`src/rtl/bnn_frame_io.sv`:
```
// bnn_frame_io: sequential front/back end for the combinational net16 BNN.
// Rows arrive one per handshake and are assembled into a held frame that
// drives the network input. After a fixed settle time the class scores are
// captured and scanned for the argmax, one class per cycle. The winning class
// and its score are returned over a valid/ready interface.
// Optional macro BNN_FRAME_IO_LAST_CHECK_EN adds row_last_i framing checks
// and the sticky err_o output.
module bnn_frame_io #(
  parameter int ISIZE_W       = 16,
  parameter int ISIZE_H       = 16,
  parameter int N_CLASS       = 4,
  parameter int N_BITSCORE    = 7,
  parameter int SETTLE_CYCLES = 4
) (
  input  logic                                   clk_i,
  input  logic                                   rst_i,
  input  logic                                   row_valid_i,
  output logic                                   row_ready_o,
  input  logic [ISIZE_W-1:0]                     row_data_i,
  input  logic                                   row_last_i,
  output logic [ISIZE_H-1:0][ISIZE_W-1:0]        frame_o,
  input  logic [N_CLASS-1:0][N_BITSCORE-1:0]     score_i,
  output logic                                   res_valid_o,
  input  logic                                   res_ready_i,
  output logic [$clog2(N_CLASS)-1:0]             res_class_o,
  output logic [N_BITSCORE-1:0]                  res_score_o,
  output logic                                   busy_o
`ifdef BNN_FRAME_IO_LAST_CHECK_EN
  ,
  output logic                                   err_o
`endif
);

  localparam int ROW_W = $clog2(ISIZE_H);
  localparam int CLS_W = $clog2(N_CLASS);
  localparam int SET_W = $clog2(SETTLE_CYCLES + 1);

  localparam logic [ROW_W-1:0] ROW_LAST = ROW_W'(ISIZE_H - 1);
  localparam logic [CLS_W-1:0] CLS_LAST = CLS_W'(N_CLASS - 1);
  localparam logic [SET_W-1:0] SET_INIT = SET_W'(SETTLE_CYCLES - 1);

  localparam logic [1:0] ST_LOAD   = 2'd0;
  localparam logic [1:0] ST_SETTLE = 2'd1;
  localparam logic [1:0] ST_SCAN   = 2'd2;
  localparam logic [1:0] ST_OUT    = 2'd3;

  logic [1:0]       state;
  logic [ROW_W-1:0] row_cnt;
  logic [SET_W-1:0] settle_cnt;
  logic [CLS_W-1:0] scan_idx;

  // Captured scores and running best of the scan.
  logic [N_CLASS-1:0][N_BITSCORE-1:0] score_p0;
  logic [N_BITSCORE-1:0]              best_score_p1;
  logic [CLS_W-1:0]                   best_idx_p1;

  logic [N_BITSCORE-1:0] cand;
  logic                  take;
  logic                  capture;

  // Strict unsigned compare: equal scores never displace the earlier index.
  function automatic logic is_better(input logic [N_BITSCORE-1:0] a,
                                     input logic [N_BITSCORE-1:0] b);
    return a > b;
  endfunction

  assign row_ready_o = (state == ST_LOAD);
  assign res_valid_o = (state == ST_OUT);
  assign busy_o      = (state != ST_LOAD);
  assign cand        = score_p0[scan_idx];
  assign take        = is_better(cand, best_score_p1);
  assign capture     = (state == ST_SETTLE) && (settle_cnt == '0);

  // Control FSM, frame assembly and result registers.
  always_ff @(posedge clk_i or posedge rst_i) begin
    if (rst_i) begin
      state       <= ST_LOAD;
      row_cnt     <= '0;
      settle_cnt  <= '0;
      scan_idx    <= '0;
      frame_o     <= '0;
      res_class_o <= '0;
      res_score_o <= '0;
`ifdef BNN_FRAME_IO_LAST_CHECK_EN
      err_o       <= 1'b0;
`endif
    end else begin
      case (state)
        ST_LOAD: begin
          if (row_valid_i) begin
            frame_o[row_cnt] <= row_data_i;
`ifdef BNN_FRAME_IO_LAST_CHECK_EN
            if (row_last_i != (row_cnt == ROW_LAST)) err_o <= 1'b1;
`endif
            if (row_cnt == ROW_LAST) begin
              row_cnt    <= '0;
              settle_cnt <= SET_INIT;
              state      <= ST_SETTLE;
            end
`ifdef BNN_FRAME_IO_LAST_CHECK_EN
            else if (row_last_i) begin
              // Early last marker: drop the partial frame and realign.
              row_cnt <= '0;
            end
`endif
            else begin
              row_cnt <= row_cnt + 1'b1;
            end
          end
        end
        ST_SETTLE: begin
          if (settle_cnt == '0) begin
            scan_idx <= '0;
            state    <= ST_SCAN;
          end else begin
            settle_cnt <= settle_cnt - 1'b1;
          end
        end
        ST_SCAN: begin
          if (scan_idx == CLS_LAST) begin
            res_class_o <= take ? scan_idx : best_idx_p1;
            res_score_o <= take ? cand : best_score_p1;
            state       <= ST_OUT;
          end else begin
            scan_idx <= scan_idx + 1'b1;
          end
        end
        ST_OUT: begin
          if (res_ready_i) state <= ST_LOAD;
        end
        default: state <= ST_LOAD;
      endcase
    end
  end

  // ---- stage p0/p1: score capture and running argmax ----
  always_ff @(posedge clk_i) begin
    if (capture) begin
      score_p0      <= score_i;
      best_score_p1 <= '0;
      best_idx_p1   <= '0;
    end else if ((state == ST_SCAN) && take) begin
      best_score_p1 <= cand;
      best_idx_p1   <= scan_idx;
    end
  end

endmodule
```
`config.mk`:
```
export PLATFORM = sky130hd
export DESIGN_NAME = bnn_frame_io
export DESIGN_NICKNAME = d
export VERILOG_FILES = /design/src/rtl/bnn_frame_io.sv
export SDC_FILE = /design/constraint.sdc
export NUM_CORES = 1
export LEC_CHECK = 0
export ABC_AREA = 1
export ABC_CLOCK_PERIOD_IN_PS = 12800
export CELL_PAD_IN_SITES_DETAIL_PLACEMENT = 1
export CELL_PAD_IN_SITES_GLOBAL_PLACEMENT = 1
export CORE_ASPECT_RATIO = 1.4
export CORE_MARGIN = 10
export CORE_UTILIZATION = 37
export DETAILED_ROUTE_END_ITERATION = 10
export PLACE_DENSITY = 0.87
export SLEW_MARGIN = 20
export SYNTH_ARGS = -nofsm -noshare
export SYNTH_HDL_FRONTEND = slang
export SYNTH_SLANG_ARGS = --single-unit
```
`constraint.sdc`:
```
create_clock -name clk_i -period 12.8 [get_ports clk_i]
set_input_delay 2.56 -clock clk_i [delete_from_list [all_inputs] [get_ports clk_i]]
set_output_delay 2.56 -clock clk_i [all_outputs]
set_load 0.03 [all_outputs]
```
# ---- Word-level counts from Yosys, hierarchy flattened
# Index checks and enable logic that the tools add are counted.
dict set report totals {
  ff_bits 313
  ram_bits 0
  latchBits 0
  romBits 0
  output_inout_bits 268
  n_memories 0
}
dict set report op_classes {
  addsub 3
  eq_ne 12
  reduce_logical 13
  n_div 0
  muxes 21
  n_bitwise 0
  order_cmp 4
  mul 0
  shift 0
}
# cell count
set op_table {}
lappend op_table {{256-bit bitwise mux} 1}
lappend op_table {{16-bit demux with 4-bit select} 1}
lappend op_table {{16-bit 2-to-1 mux} 1}
lappend op_table {{2-bit 2-to-1 mux} 8}
lappend op_table {{7-bit binary-select mux with 2-bit select} 1}
lappend op_table {{7-bit 2-to-1 mux} 2}
lappend op_table {{3-bit 2-to-1 mux} 3}
lappend op_table {{2-bit inequality test, second input constant} 4}
lappend op_table {{2-bit one-hot mux with 4 select lines} 1}
lappend op_table {{7-bit > comparator} 1}
lappend op_table {{2-bit == test, second input constant} 3}
lappend op_table {{2-bit by 1-bit inequality test with 1-bit output, second input constant} 3}
lappend op_table {{3-bit one-hot mux with 2 select lines} 1}
lappend op_table {{2-bit nonzero test} 3}
lappend op_table {{4-bit by 5-bit less-than comparator with 1-bit output, second input constant} 1}
lappend op_table {{5-bit AND reduction} 1}
lappend op_table {{4-bit by 1-bit adder with 4-bit output, second input constant} 1}
lappend op_table {{4-bit == test, second input constant} 1}
lappend op_table {{4-bit by 1-bit >= comparator with 1-bit output, second input constant} 1}
lappend op_table {{4-bit 2-to-1 mux} 1}
lappend op_table {{2-bit one-hot mux with 2 select lines} 1}
lappend op_table {{2-bit AND reduction} 2}
lappend op_table {{4-bit AND reduction} 1}
lappend op_table {{1-bit logical AND} 3}
lappend op_table {{7 further kinds} 7}

# ---- Logic depth before layout (Yosys ltp)
dict set report logic_depth {
  depth_word 5
  ltp_mapped 17
}

# ---- Worst setup path before layout
# OpenSTA, ideal clock, no wires.
dict set report synth_timing {
  kind {reg-to-output}
  startpoint {register state[0]}
  endpoint {output port busy_o}
  path_buffers 0
  setup_slack_ns 9.086
  required_ns 10.240
  arrival_ns 1.154
  stages_incl_launch_ff 4
  path_cell_list {dfrtp_1 -> inv_1 -> ha_1 -> inv_1}
}
dict set report synth_via {
  elab_chain_cells 1
}
# item line
set synth_rtl {}
lappend synth_rtl {{start: declaration} 47} ;# logic [1:0] state;
lappend synth_rtl {{start signal: assignment} 77} ;# state <= ST_LOAD;
lappend synth_rtl {{start signal: assignment} 98} ;# state <= ST_SETTLE;
lappend synth_rtl {{start signal: assignment} 114} ;# state <= ST_SCAN;
lappend synth_rtl {{2-bit nonzero test} 69} ;# assign busy_o = (state != ST_LOAD);
lappend synth_rtl {{end: declaration} 27} ;# output logic busy_o
# No other way between the ends.

# ---- Worst setup path in the final report
# Ends and elaborated chain as after synthesis.

==> summary.md <==
| Metric | Value |
|---|---|
| GR Util met1 | `0.224` |
| Port bufs | `approximately 320` |
| Syn Inst Count | `1195` |
| Post-route setup TNS | `0 ns` |
| Num CTS Buffers | `29` |
| Finished Cell Area | `around 16000 sq um` |
| Post-CTS setup buffers | `0` |
| RR Startpoint | `scan_idx[0]` |
| CTS max path bufs | `3` |
| Hold crit path type | `reg -> reg` |
| H-tree Lvls | `1` |
| Non-Filler Instances | `1887` |
| Critical path origin | `state[0]` |
| Antenna violations before repair | `0` |
| Post-DRT Antenna Nets | `0` |
| Die Y | `233 microns` |
| GRT overflow | `0` |
| M2 GR Usage | `0.382` |
| Iteration-0 DRC Markers | `roughly 600` |
| HPWL after DPL | `30.2 mm` |
| Clk pin slew, worst setup/hold paths | `0.07 ns` |
| Peak VDD IR | `0.178 mV` |
| Final Wtd Congestion | `around 0.82` |
| Final worst path period share | `0.372` |
| Hold path start | `best_idx_p1[0]` |
| Worst Clk Skew | `0.0214 ns` |
| Ports | `317` |
| Placement Rows | `between 70 and 80` |
| Final setup violation count | `0` |
| Hold-fix buffers, CTS | `0` |
| Slew Limit Fails | `0` |
| R2R cell count | `14` |
| Via Count | `9757` |
| Fin util | `0.517` |
| Worst skew pair latency | `0.58 ns` |
| Clk sinks | `313` |
| Sequential fraction of the synthesis area | `0.664` |
| Critical Path RT | `slightly above 10 ns` |
| RSZ-0062 raised after global routing | `no` |
| Global-route wire length before repair | `66.3 mm` |
| Setup slack, reg-to-reg | `between 9 and 10 ns` |
| CP Capture Type | `output pin` |
| CP dominant cell by count | `inv_1` |
| Full die area | `40000 sq um` |
| Pwr Density | `284 nW/um^2` |
| Endpoint of the worst-slack reg-to-reg timing path | `res_score_o[2]` |
| Yosys warnings | `0` |
| Mean Syn Cell Area | `about 10 sq um` |
| Avg WL per Cell | `23.3 microns` |
| CP Launch Type | `flip-flop` |
| Post-CTS Resized | `0` |
| Ant. Diodes | `0` |
| Worst-margin pin slew | `about 1.0 ns` |
| GR peak layer | `met2` |
| TritonCTS clock tree | `done` |
| NumNets Final | `1536` |
| Worst hold slack | `0.477 ns` |
| Place WS | `8.14 ns` |
| Fin. Hold Viols | `0` |
| DRC Markers | `0` |
| Worst Hold Depth | `2` |
| Core footprint | `around 32000 sq um` |
| Power, Total | `4.66 mW` |
| First-pass DRT Iterations | `4` |
| Root buf cell | `clkbuf_16` |
| Syn nets | `between 1000 and 1500` |
| Post-route setup slack | `8.04 ns` |
| Max incr delay on CP | `0.69 ns` |
| WP data arrival | `2.20 ns` |
| Largest net degree at the start of global routing | `roughly 180` |
| Vias in the first global route | `~11000` |
| Critical path's top delay family | `buffers and inverters` |
| Share of layout cells above drive strength 1 | `0.0422` |
| Post-layout min period | `4.76 ns` |
| Initial Util | `0.377` |
| Outcome | `complete, no violations` |
| Hold Path End | `best_idx_p1[0]` |
| Placed cells | `1832` |
| Lkg Pwr | `7.41 nW` |
| Buffers and inverters on the worst path | `3` |
| Placed inst area | `15300 sq um` |
| Post-DR vias/cell | `5.17` |
| Critical Path Fanout Max | `5` |
| Total GRT Usage | `0.218` |
| Synth cell types | `30` |
| Yosys reg bits | `313` |
| Critical Path Slowest Stage Cell | `clkdlybuf4s50_1` |
| Kind of critical path | `reg -> out` |
| Detailed-route wire length | `44.0 mm` |
| Mapped cell area | `11900 sq um` |
| Max_cap viols | `0` |
| Area Overhead vs Synth | `37.2%` |
| Chip width | `172 microns` |
| Max Freq | `roughly 210 MHz` |
| Critical-path cell list | `inv_1 > ha_1 > inv_1 > clkdlybuf4s50_1` |
| Met3 Use GR | `0.0764` |
| Worst slew margin | `0.302` |
==> flip-flops by register name, indices dropped and copies added, names as in the netlist <==
register       flops
best_score_p1      7
frame_o          256
res_class_o        2
settle_cnt         3
state              2
res_score_o        7
best_idx_p1        2
row_cnt            4
score_p0          28
scan_idx           2
==> how the worst max path moves through the flow <==
stage                        endpoint  cells past startpoint  slack, ns
after global routing           busy_o                      4       7.93
after floorplan            frame_o[0]                      1       2.63
after detailed placement  frame_o[86]                      5       8.14
after CTS                      busy_o                      4       7.96
after global placement    frame_o[52]                      3       8.21
final                          busy_o                      4       8.04
==> kinds of logic after synthesis <==
| logic type | after synthesis | synth area share |
|---|---|---|
| AND/OR/NAND/NOR | 443 | 0.151 |
| adder cells (fa/ha/maj) | 18 | 0.0189 |
| flip-flops | 313 | 0.664 |
| buffers and inverters | 142 | 0.0481 |
| XOR/XNOR | 2 | 0.00147 |
| AO/OA/AOI/OAI | 277 | 0.117 |
==> cells in the final DEF (no fill, tap or decap), types with 2 or more instances in the layout <==
cell type / netlist / layout
nand2_1: 373 / 372
a21oi_1: 10 / 10
nand3_1: 34 / 34
dfrtp_1: 276 / 276
o22ai_1: 2 / 2
nand4_1: 8 / 8
edfxtp_1: 28 / 28
clkbuf_16: 0 / 30
clkbuf_1: 48 / 4
clkinvlp_4: 0 / 2
clkdlybuf4s50_1: 0 / 315
nor2_1: 18 / 18
o21ai_1: 21 / 21
clkinv_1: 2 / 2
nor2_4: 4 / 4
bufinv_16: 0 / 5
inv_1: 66 / 65
ha_1: 18 / 18
dfxtp_1: 9 / 9
clkbuf_8: 0 / 6
o21ai_0: 242 / 242
clkinv_2: 0 / 5
==> cell usage after synthesis (all sizes together) <==
master    n  area share
a21oi    10      0.0042
a31oi     1     0.00052
buf      25       0.011
clkbuf   49       0.016
clkinv    2     0.00063
dfrtp   276        0.58
dfxtp     9       0.015
edfxtp   28       0.070
ha       18       0.019
inv      66       0.021
nand2   374        0.12
nand3    35       0.016
nand4     9      0.0060
nor2     23       0.010
nor3      1     0.00042
o21ai   263        0.11
o22ai     2      0.0010
o31ai     1     0.00063
or2       1     0.00052
xnor2     1     0.00073
xor2      1     0.00073
==> cell type report <==
| type | count | area (sq um) |
|---|---|---|
| clock buffers | 41 | 856 |
| clock inverters | 13 | 210 |
| fillers | 3479 | 15300 |
| inverters | 68 | 263 |
| multi-input cells | 740 | 3440 |
| flip-flops and latches | 313 | 7930 |
| well taps | 395 | 494 |
| repair buffers | 317 | 3190 |
==> power breakdown <==
part           internal [mW]  switching, mW
Combinational          0.769           1.35
Clock                  0.569          0.396
Sequential              1.35          0.220
Total                   2.69           1.97
==> per-layer routing <==
layer	part of all wire	vias up	wire length (microns)
li1	-	4418	-
met1	0.35	4918	15200
met2	0.51	323	22700
met3	0.093	98	4080
met4	0.047	0	2070
met5	0	-	0
==> worst register-to-register path: stages, from the launching register on <==
cell,delay (ns)
dfrtp_1,0.74
inv_1,0.46
nand2_1,0.19
nand3_1,0.09
nand2_1,0.20
inv_1,0.08
ha_1,0.34
nand3_1,0.11
nand2_1,0.08
nand2_1,0.05
nand2_1,0.54
nand2_1,0.40
nand2_1,0.14
nand3_1,0.11
nand2_1,0.09
No activity file was read; power rests on OpenSTA's default activity.
==> RTL change, RTL diff (config.mk and constraints unchanged) <==
Build with the macro `BNN_FRAME_IO_LAST_CHECK_EN` defined.
--- a/src/rtl/bnn_frame_io.sv
+++ b/src/rtl/bnn_frame_io.sv
@@ -7,2 +7,4 @@
 // and the sticky err_o output.
+`define BNN_FRAME_IO_LAST_CHECK_EN
+
 module bnn_frame_io #(
Behaviour (old outputs only; new: err_o): not the same (Yosys sat finds a counterexample within 4 cycles, from zero or initial values and one cycle with rst_i high).
==> RTL change against the original RTL <==
Total power down 2.7%; cell area up 0.19%; worst setup slack better by 0.035 ns; wire length up 0.38%; worst hold slack worse by 0.0015 ns; utilization down 0.72 points; register-to-register slack about the same; die area up 0.55%; sequential cell count up 1; critical path depth down 1; synthesized area up 0.61%; largest cell class unchanged.
==> RTL change: results (changes against the original RTL) <==
* Status: complete, no violations
* Worst r2r src: scan_idx[0]
* Post-synthesis sequential area ratio at 0.662 (-0.00193)
* Total Routing Usage GR at 0.217 (-0.000498)
* Pleak at 7.47 nW (+0.78%)
* Setup TNS at 0 ns (unchanged)
* Post-synthesis xor/xnor area fraction at 0.00146 (-0.00000887)
* Share of layout cells above drive strength 1 at 0.0438 (+0.00160)
* Post-cts sizing count at 0 (unchanged)
* WP data arrival at 2.17 ns (-0.03 ns)
* Routed WL at 44,200 um (+0.38%)
* Via count of the first global-routing pass at 11,000 (+0.60%)
* Synth top area cells: dfrtp_1, nand2_1, o21ai_0, edfxtp_1, inv_1
* Worst vdd ir at 0.162 mV (-9.2%)
* R2R Setup Slk at 9.12 ns (about the same)
* Switch Pwr at 1.92 mW (-2.8%)
* Biggest regs: frame_o: 256 flops, score_p0: 28 flops
* Compound-Gate Fraction of Synth Area at 0.116 (-0.000184)
* Dpl ws at 7.90 ns (-0.244 ns)
* TritonCTS Buffers at 31 (+6.9%)
* Initial antenna violation count at 0 (unchanged)
* Clock Tree Buf Depth at 3 (unchanged)
* Clk_skew at 0.0396 ns (+0.0182 ns)
* Synth Net Count at 1,270 (+0.63%)
* Port Buf Inserts at 317 (+0.63%)
* Mean number of vias per cell at 5.16 (-0.29%)
* Async S/R FF share, synth at 0.882 (about the same)
* CP max FO at 6 (+1)
* Clk slew on worst S/H paths at 0.06 ns
* Yosys warnings at 0 (unchanged)
* Starting DRT DRC Count at 511 (-15%)
* First-pass GRT wire length at 66,700 um (+0.57%)
* Largest net degree at the start of global routing at 120 (-34%)
* Slew at the pin closest to its max-slew limit at 1.02 ns (-0.0214 ns)
* Adder-cell share of the synthesized area at 0.0188 (-0.000114)
* Postcts setup bufs at 0 (unchanged)
* Antenna cell count at 0 (unchanged)
* Setup crit start: state[0]
* Worst skew pair latency at 0.59 ns
* Mux cell area share after synthesis at 0 (unchanged)
* GP Congestion at 0.829 (+1.7%)
* Detail Placement HPWL at 30,500 um (+0.99%)
* Final worst-path cycle share at 0.369 (-0.00276)
* Drt first pass iters at 4 (unchanged)
* CTS Root Cell: clkbuf_16
* Worst hold path class: flip-flop to flip-flop
* Commonest cells post-synth: nand2_1, dfrtp_1, o21ai_0, inv_1, nand3_1
* Fillers at 3,551 (+2.1%)
* Post-synth cell types at 30 (unchanged)
* NumNets Final at 1,549 (+0.85%)
* Number of synthesized flops with an enable pin at 28 (unchanged)
* H-Tree Depth at 1 (unchanged)
RTL change: worst paths after layout:
kind / endpoint / depth (start not counted)
hold reg to reg: best_idx_p1[0] / 2
setup / recovery: row_ready_o / 3
setup reg to reg: res_score_o[0] / 14
max in group asynchronous: settle_cnt[1] / 3
min in group asynchronous: frame_o[98] / 2
hold / removal: best_idx_p1[0] / 2
RTL change: area by class of cell:
class / instances / share of cell area
repair buffers: 319 / 0.195
multi-input cells: 745 / 0.211
clock inverters: 13 / 0.00793
well taps: 400 / 0.0305
flip-flops and latches: 314 / 0.485
clock buffers: 44 / 0.0545
inverters: 71 / 0.0167
RTL change: kinds of logic (layout without fill, tap and decap cells):
kind of cell               after synthesis  count (layout)
DFF                                    314             314
AOI/OAI and AO/OA                      278             278
xor gates and xnor gates                 2               2
and+or+nand+nor                        447             447
adders and majority gates               18              18
buffers and inverters                  144             447
RTL change: power by group through the flow:
stage          sequential [mW]  combinational, mW  clock (mW)
2_1_floorplan             2.14              0.524           0
3_3_place_gp              1.55               1.98           0
3_5_place_dp              1.57               2.05           0
4_1_cts                   1.56               2.07       0.942
5_1_grt                   1.60               2.19       0.982
6_report                  1.56               2.04       0.923
RTL change: routing by layer:
metal	wire (um)	up-vias	track usage
li1	-	4457	-
met1	15900	4972	0.230
met2	22800	300	0.384
met3	3570	98	0.0716
met4	1940	0	0.0972
met5	0	-	0
RTL change: worst max-delay path, cell delays in order, from the launching register on:
cell and delay, ns:
dfrtp_1 0.41, inv_1 0.10, ha_1 0.36, clkdlybuf4s50_1 0.74
RTL change: stage by stage:
stage                     total power [mW]  utilization  instance area [sq um]  hold WS (ns)  std cells
after floorplan                       2.67            -                  12000         0.427       1203
after global placement                3.53        0.478                  15400         0.437       1849
after detailed placement              3.62        0.478                  15400         0.466       1849
after CTS                             4.58        0.509                  16400         0.476       1906
after global routing                  4.78        0.509                  16400         0.501       1906
final                                 4.53        0.509                  16400         0.476       1906
